## src/rtl/mips_pkg.sv

```systemverilog
// Shared MIPS encodings, word type and sequencer state for the next-PC stage.
package mips_pkg;

  localparam int WORD_W = 32;

  typedef logic [WORD_W-1:0] word_t;

  localparam logic [5:0] OP_RTYPE = 6'h00;
  localparam logic [5:0] OP_J     = 6'h02;
  localparam logic [5:0] OP_JAL   = 6'h03;
  localparam logic [5:0] OP_BEQ   = 6'h04;
  localparam logic [5:0] OP_BNE   = 6'h05;

  localparam logic [5:0] FN_JR    = 6'h08;
  localparam logic [5:0] FN_JALR  = 6'h09;

  typedef enum logic {
    ST_RUN  = 1'b0,
    ST_HALT = 1'b1
  } state_e;

  // Branch immediates count words: sign-extend and scale to bytes.
  function automatic word_t branch_offset(input logic [15:0] imm);
    return {{14{imm[15]}}, imm, 2'b00};
  endfunction

endpackage

```

## src/rtl/pc_target_calc.sv

```systemverilog
// Combinational control-flow target for the executing instruction (no stall/halt/trap priority).
module pc_target_calc
  import mips_pkg::*;
(
  input  logic [WORD_W-1:0] pc_in,
  input  logic [WORD_W-1:0] instr,
  input  logic [WORD_W-1:0] rs_val,
  input  logic [WORD_W-1:0] rt_val,
  output logic [WORD_W-1:0] target,
  output logic              is_link,
  output logic              is_reg_jump
);

  logic [WORD_W-1:0] pc4;
  logic [5:0]        opcode;
  logic [5:0]        funct;

  assign pc4    = pc_in + 32'd4;
  assign opcode = instr[31:26];
  assign funct  = instr[5:0];

  always_comb begin
    // NOTE: every output gets a default first so no path leaves it unassigned (no latch).
    target      = pc4;
    is_link     = 1'b0;
    is_reg_jump = 1'b0;
    case (opcode)
      OP_BEQ: if (rs_val == rt_val) target = pc4 + branch_offset(instr[15:0]);
      OP_BNE: if (rs_val != rt_val) target = pc4 + branch_offset(instr[15:0]);
      OP_J:   target = {pc4[31:28], instr[25:0], 2'b00};
      OP_JAL: begin
        target  = {pc4[31:28], instr[25:0], 2'b00};
        is_link = 1'b1;
      end
      OP_RTYPE: begin
        if (funct == FN_JR || funct == FN_JALR) begin
          target      = rs_val;
          is_reg_jump = 1'b1;
          is_link     = (funct == FN_JALR);
        end
      end
      default: ;
    endcase
  end

endmodule

```

## src/rtl/pc_sequencer.sv

```systemverilog
// Next-PC stage for the two-phase fetch/execute memory; updates only on execute edges.
// Build option: MISALIGN_TRAP_EN routes misaligned JR/JALR targets to TRAP_VECTOR.
module pc_sequencer
  import mips_pkg::*;
#(
  parameter logic [WORD_W-1:0] RESET_VECTOR = 32'h0000_0000,
  parameter logic [WORD_W-1:0] TRAP_VECTOR  = 32'h0000_0080,
  parameter logic [WORD_W-1:0] HALT_WORD    = 32'hFFFF_FFFF
) (
  input  logic              clk,
  input  logic              Reset,
  input  logic              E,
  input  logic [WORD_W-1:0] PC_in,
  input  logic [WORD_W-1:0] instr,
  input  logic [WORD_W-1:0] rs_val,
  input  logic [WORD_W-1:0] rt_val,
  input  logic              stall,
  input  logic              halt_req,
  output logic [WORD_W-1:0] Next_PC,
  output logic [WORD_W-1:0] link_addr,
  output logic              link_we,
  output logic              halted,
  output logic              trap
);

  state_e            state_q, state_d;
  logic [WORD_W-1:0] next_pc_q, next_pc_d;
  logic              halted_q, halted_d;
  logic              trap_q, trap_d;

  logic [WORD_W-1:0] calc_target;
  logic              calc_is_link;
  logic              calc_is_reg_jump;
  logic [WORD_W-1:0] flow_target;
  logic              exec;
  logic              halt_hit;
  logic              misalign;

  pc_target_calc u_target_calc (
    .pc_in       (PC_in),
    .instr       (instr),
    .rs_val      (rs_val),
    .rt_val      (rt_val),
    .target      (calc_target),
    .is_link     (calc_is_link),
    .is_reg_jump (calc_is_reg_jump)
  );

  assign exec     = E && (state_q == ST_RUN);
  assign halt_hit = halt_req || (instr == HALT_WORD);

`ifdef MISALIGN_TRAP_EN
  assign misalign    = calc_is_reg_jump && (rs_val[1:0] != 2'b00);
  assign flow_target = calc_target;
`else
  // Without the trap, register jumps silently drop the byte-offset bits.
  assign misalign    = 1'b0;
  assign flow_target = calc_is_reg_jump ? {calc_target[WORD_W-1:2], 2'b00} : calc_target;
`endif

  always_comb begin
    state_d   = state_q;
    next_pc_d = next_pc_q;
    halted_d  = halted_q;
    trap_d    = trap_q;
    if (exec) begin
      if (halt_hit) begin
        state_d  = ST_HALT;
        halted_d = 1'b1;
      end else if (misalign) begin
        next_pc_d = TRAP_VECTOR;
        trap_d    = 1'b1;
      end else if (stall) begin
        next_pc_d = PC_in;
      end else begin
        next_pc_d = flow_target;
      end
    end
  end

  always_ff @(posedge clk) begin
    // NOTE: non-blocking updates so every flop samples the pre-edge values.
    if (Reset) begin
      state_q   <= ST_RUN;
      next_pc_q <= RESET_VECTOR;
      halted_q  <= 1'b0;
      trap_q    <= 1'b0;
    end else begin
      state_q   <= state_d;
      next_pc_q <= next_pc_d;
      halted_q  <= halted_d;
      trap_q    <= trap_d;
    end
  end

  assign Next_PC   = next_pc_q;
  assign halted    = halted_q;
  assign trap      = trap_q;
  assign link_addr = PC_in + 32'd4;
  assign link_we   = exec && !halt_hit && !stall && !misalign && calc_is_link;

endmodule

```

## config.mk

```make
export PLATFORM = sky130hd
export DESIGN_NAME = pc_sequencer
export DESIGN_NICKNAME = d
export VERILOG_FILES = /design/src/rtl/mips_pkg.sv /design/src/rtl/pc_target_calc.sv /design/src/rtl/pc_sequencer.sv
export SDC_FILE = /design/constraint.sdc
export NUM_CORES = 1
export LEC_CHECK = 0
export ABC_AREA = 1
export CELL_PAD_IN_SITES_DETAIL_PLACEMENT = 0
export CELL_PAD_IN_SITES_GLOBAL_PLACEMENT = 1
export CORE_MARGIN = 1.5
export CORE_UTILIZATION = 30
export DETAILED_ROUTE_END_ITERATION = 12
export PLACE_DENSITY = 0.81
export SLEW_MARGIN = 25
export SYNTH_ARGS = -nofsm -noshare
export SYNTH_HDL_FRONTEND = slang
export SYNTH_HIERARCHICAL = 1
export SYNTH_SLANG_ARGS = --single-unit
```

## constraint.sdc

```tcl
create_clock -name clk -period 3.2 [get_ports clk]
set_input_delay 0.64 -clock clk [delete_from_list [all_inputs] [get_ports clk]]
set_output_delay 0.64 -clock clk [all_outputs]
set_load 0.005 [all_outputs]
```

==> results of run 1 <==
## stage by stage
step | cell area, µm² | std cells | power, mW
after detailed placement | 12200 | 2252 | 2.01
final | 14300 | 2301 | 2.90
after global placement | 12200 | 2252 | 2.01
after global routing | 14300 | 2301 | 3.09
after CTS | 13400 | 2285 | 2.72
after floorplan | 7810 | 1468 | 1.15
## cells in the final DEF (no fill, tap or decap), types with 26 or more instances in the layout
cell             Yosys  layout
nand2_1            531     441
buf_4                5     308
inv_1              242     222
clkdlybuf4s50_1      0     165
nor2_1             170     130
nand2_2             12      82
nand4_1             60      60
nand3_1             50      37
dfxtp_1             33      33
nor2_2               7      32
mux2i_1             30      30
xor2_1              35      27
ha_4                 0      27
o21ai_0             36      26
## report_power, final
group          internal [mW]  total (mW)  switching [mW]
combinational          0.954        1.92           0.963
sequential             0.441       0.463          0.0223
clock                  0.330       0.521           0.191
## state kept, by name (all words and copies together), names as in the netlist
name	count
halted	1
Next_PC	32
## kinds of logic after synthesis
kind of cell | after synthesis | synth area share
AOI/OAI and AO/OA | 116 | 0.0893
and+or+nand+nor | 897 | 0.501
xor gates and xnor gates | 69 | 0.0789
buffers and inverters | 285 | 0.145
adders and majority gates | 37 | 0.0607
muxes | 30 | 0.0387
other | 1 | 0.000484
DFF | 33 | 0.0852
## what timing repair did
item	in CTS	in global routing
hold buffers	0	0
resized for setup	256	178
gates cloned	0	0
pin swaps	86	115
endpoints found under the setup margin	53	39
setup buffers	25	17
## layer usage
layer  part of all wire  GRT usage  wire, µm  vias to the layer above
met5                  0          0         0                        -
met4              0.031     0.0930      1200                        0
met3              0.060     0.0278      2320                       51
met2               0.46      0.462     17700                      390
met1               0.45      0.380     17400                     5105
li1                   -          -         -                     5599
## critical path, stage by stage
cell and delay [ns]:
clkdlybuf4s15_2 0.24, buf_4 0.14, nand2_2 0.08, nor2_4 0.19, nand4_4 0.16, buf_6 0.17
xnor2_4 0.17, ha_4 0.29, buf_6 0.11, nand2_8 0.06, nor2_4 0.10, inv_2 0.07
nor3_2 0.19, nand2_1 0.10, nand2_2 0.14, nand2_2 0.08, nand2_2 0.05, nand2_1 0.05
nand2_1 0.05, nor2_1 0.04, nor2_1 0.11, nand2_1 0.09, mux2i_1 0.13, nand4_1 0.10
nand2_1 0.09, nor2_1 0.04
## how the worst max path moves through the flow
stage / from / to / slack, ns / cells after the start
6_report: PC_in[9] / Next_PC[25] / -0.33 / 26
5_1_grt: PC_in[2] / Next_PC[25] / -0.55 / 28
4_1_cts: PC_in[3] / Next_PC[30] / -0.31 / 27
3_5_place_dp: PC_in[2] / Next_PC[24] / -1.24 / 27
3_3_place_gp: PC_in[2] / Next_PC[31] / -1.17 / 27
2_1_floorplan: PC_in[2] / Next_PC[30] / -0.02 / 27
## final cells by class
class | instances | share of cell area
tap | 330 | 0.0290
sequential | 33 | 0.0464
multi-input combinational | 1150 | 0.524
inverter | 248 | 0.0665
clock inverter | 1 | 0.000351
clock buffer | 7 | 0.0107
timing repair buffer | 532 | 0.323
==> results_dict.tcl, run 1 <==
set metrics [dict create \
    synthArstFlopShare 0 \
    worst_slack_ns -0.329 \
    timing.hold.ws_ns 0.506 \
    cts_root_buf "clkbuf_16" \
    tns_ns -4.06 \
    synthTopCellsByArea "nand2_1 26%, inv_1 12%, dfxtp_1 8.5%" \
    holdPathStages 4 \
    grt_pass1_wl_mm 57.7 \
    drc 0 \
    die_h_um 164 \
    slew_headroom 0.431 \
    synth_warnings 6 \
    syn_nets 1638 \
    cp-start-kind "input pin" \
    rr_endpoint "Next_PC[26]" \
    fillers 2465 \
    cts.sinks 33 \
    netlist.area_leader.share 0.257 \
    reg2reg_depth 5 \
    track_usage 0.280 \
    hold_start "Next_PC[6]" \
    ys_seq_elements 33 \
    period_minus_slack_ns 3.53 \
    drv_slew 0 \
    synth_edf_count 0 \
    grt_pass1_vias 10700 \
    vdd_drop_max_mv 0.171 \
    fin_crit_sh 1.10 \
    syn_inst 1468 \
    worstMarginPinSlew_ns 0.853 \
    core_area_um2 25300 \
    rsz0062_at_grt "true" \
    clock_latency_ns 0.28 \
    netlist_area_um2 7750 \
    ys_types 48 \
    drtAntennaViolNets 0 \
    ios 200 \
    clock_path_buffers 2 \
    multiInputGateArea_um2 7470 \
    ys_top_cells_by_count "531 x nand2_1, 242 x inv_1, 170 x nor2_1" \
    maxCapViolCount 0 \
    cts_inserted_buffers 5 \
    vias_per_cell 4.84 \
    synthFlopType "dfxtp_1" \
    cp_max_fo 3 \
    violations "negative setup slack" \
    antenna_found_initial 0 \
    synth_most_common_cell "nand2_1" \
    cts.htree.levels 2 \
    dr.pass1.iters 6 \
    wl_per_cell_um 16.8 \
    hpwl_mm 31.3 \
    overflow 0 \
    cts_tree "done" \
    area_growth_pct 83.9 \
    yosys.area.top_type "nand2_1" \
    regArea_um2 661 \
    final_util 0.564 \
    max_freq_ghz 0.283 \
    hp-class "reg -> reg" \
    power_density_nw_per_um2 204 \
    hold_violations 0 \
    outcome "complete, but fails checks" \
    worst-endpoint-arrival_ns 3.71 \
    fin_nets 2140 \
    r2r_setup_slack_ns 1.87 \
    initial_core_util 0.307 \
    critPathKind "in -> reg" \
    routabilityCongestion 0.972 \
    r2r_start "halted" \
    rows 58 \
    hold_end "Next_PC[6]" \
    setup_violations 24 \
    leakage_nw 7.08 \
    cp_data_required_time_ns 3.38 \
    detailedPlace.worstSlack_ns -1.24 \
    drt-initial-drc-count 982 \
    totalWireLength_mm 38.6 \
    synth_seq_area_share 0.0852 \
    design.die.area_um2 26800 \
    end_kind "flip-flop" \
    fp.dieW_um 164 \
    antenna_cells 0 \
    io_buffers 198 \
    vias 11100 \
    clkTransAtPathRegs_ns 0.06 \
    finClkSkew_ns 0.00627 \
    grt_max_degree 34 \
    avgSynthCellArea_um2 5.28 \
    layout-drive-gt1-share 0.342 \
]
Note: power is estimated with default switching activity, not from simulation.
==> run 2: changes to the inputs <==
PLACE_DENSITY = not set   (was 0.81)
PLACE_DENSITY_LB_ADDON = 0.15   (was not set)
==> run 2 against run 1 <==
Effect of this change:
- the run still ends with negative setup slack left
- sequential share of layout area about the same
- sequential power about the same
- cell area about the same
- core utilization is essentially flat
- non-clock buffer count increased by 22
- largest cell class unchanged
- combinational power about the same
- flip-flop and latch count did not move
- power shrank 1.1%
- via count shrank 0.82%
==> results_dict.tcl, run 2 (synthesized netlist as in run 1, its figures left out) <==
set metrics [dict create \
    outcome "complete, but fails checks" \
    violations "negative setup slack" \
    track_usage 0.280 \
    slew_headroom 0.438 \
    die_h_um 164 \
    cp_num_buf_inv 6 \
    dr.pass1.iters 5 \
    mostFrequentLayoutCells "457 x nand2_1, 333 x buf_4, 222 x inv_1, 161 x clkdlybuf4s50_1, 135 x nor2_1" \
    grt_pass1_vias 10500 \
    antenna_found_initial 0 \
    fin_nets 2162 \
    fin_crit_sh 1.09 \
    finClkSkew_ns 0.0117 \
    grt_busiest_layer "met2" \
    cts_root_buf "clkbuf_16" \
    critPathKind "in -> reg" \
    p_int_mw 1.71 \
    cpLargestDelayFamily "simple AND/OR/NAND/NOR gates" \
    clock_path_buffers 2 \
    totalWireLength_mm 38.3 \
    end_kind "flip-flop" \
    ios 200 \
    grt_max_degree 34 \
    p_seq_frac 0.161 \
    cp_max_fo 4 \
    cts_tree "done" \
    wl_per_cell_um 16.5 \
    drc 0 \
    combPwrFrac 0.667 \
    design.die.area_um2 26800 \
    fp.dieW_um 164 \
    p_sw_mw 1.16 \
    max_stage_delay_ns 0.30 \
    leakage_nw 7.15 \
    multiInputGateArea_um2 7370 \
    swShare 0.405 \
    setup_violations 21 \
    fillers 2563 \
    largest_reg_flops 32 \
    final_util 0.565 \
    drtAntennaViolNets 0 \
    max_freq_ghz 0.287 \
    regArea_um2 661 \
    use_met2 0.469 \
    cts.htree.levels 2 \
    clock_latency_ns 0.29 \
    area_growth_pct 84.1 \
    cp-start-kind "input pin" \
    layout-drive-gt1-share 0.335 \
    cts.sinks 33 \
    period_minus_slack_ns 3.49 \
    vias 11100 \
    rows 58 \
    cp_data_required_time_ns 3.38 \
    worst-endpoint-arrival_ns 3.67 \
    io_buffers 198 \
    cts_hold_buf 0 \
    initial_core_util 0.307 \
    power_density_nw_per_um2 201 \
    drt-initial-drc-count 779 \
    grt_pass1_wl_mm 57.5 \
    maxCapViolCount 0 \
    tns_ns -3.28 \
    clkTransAtPathRegs_ns 0.06 \
    worst_slack_ns -0.287 \
    layout_commonest_cell "nand2_1" \
    clock_power_share 0.172 \
    drv_slew 0 \
    vias_per_cell 4.76 \
    timing.hold.ws_ns 0.504 \
    overflow 0 \
    worstMarginPinSlew_ns 0.843 \
    use_met3 0.0205 \
    met1_usage 0.390 \
    crit_path_top_delay_cell "ha_4" \
    core_area_um2 25300 \
    rsz0062_at_grt "true" \
    routabilityCongestion 0.908 \
    hpwl_mm 31.4 \
    hp-class "reg -> reg" \
    antenna_cells 0 \
    cts_inserted_buffers 5 \
    vdd_drop_max_mv 0.198 \
    hold_violations 0 \
]
-- run 2: final cells by class --
type / count / area share
repair buffers: 554 / 0.332
inverters: 248 / 0.0660
clock buffers: 7 / 0.0100
multi-input cells: 1150 / 0.516
well taps: 330 / 0.0289
flip-flops and latches: 33 / 0.0463
-- run 2: per-stage QoR --
stage               total power, mW  setup slack (ns)  area [µm²]  cells
global placement               2.04             -1.18       12500   2286
CTS                            2.68            -0.313       13500   2307
finish                         2.87            -0.287       14300   2322
floorplan                      1.15           -0.0195        7810   1468
detailed placement             2.05             -1.20       12500   2286
global route                   3.06            -0.553       14300   2322
-- run 2: routing by layer --
layer	up-vias	share of wire	wire [µm]
met3	39	0.060	2290
met1	5020	0.46	17500
li1	5635	-	-
met4	0	0.025	940
met5	-	0	0
met2	360	0.46	17500
-- run 2: path summary, 6_finish.rpt --
check / from / to / slack [ns] / cells past startpoint
worst min register to register: Next_PC[28] / Next_PC[28] / 0.50 / 4
worst max register to register: halted / Next_PC[28] / 1.77 / 5
worst min-delay path: Next_PC[28] / Next_PC[28] / 0.50 / 4
worst max-delay path: PC_in[3] / Next_PC[26] / -0.29 / 27
-- run 2: what timing repair did --
item | in CTS | in global routing
setup endpoints to repair | 54 | 36
buffers inserted | 14 | 15
resized for setup | 221 | 172
pin swaps | 60 | 88
-- run 2: power by group through the flow --
stage	Sequential, mW	Clock (mW)	Combinational [mW]
after global placement	0.469	0	1.57
after global routing	0.464	0.519	2.08
final	0.461	0.494	1.91
after detailed placement	0.470	0	1.58
after floorplan	0.467	0	0.686
after CTS	0.461	0.503	1.72
-- run 2: tightest hold or removal path, stage by stage, from the launching register on --
cell and delay, ns:
dfxtp_1 0.30, inv_1 0.05, nand2_1 0.04, inv_1 0.04, nor2_1 0.03
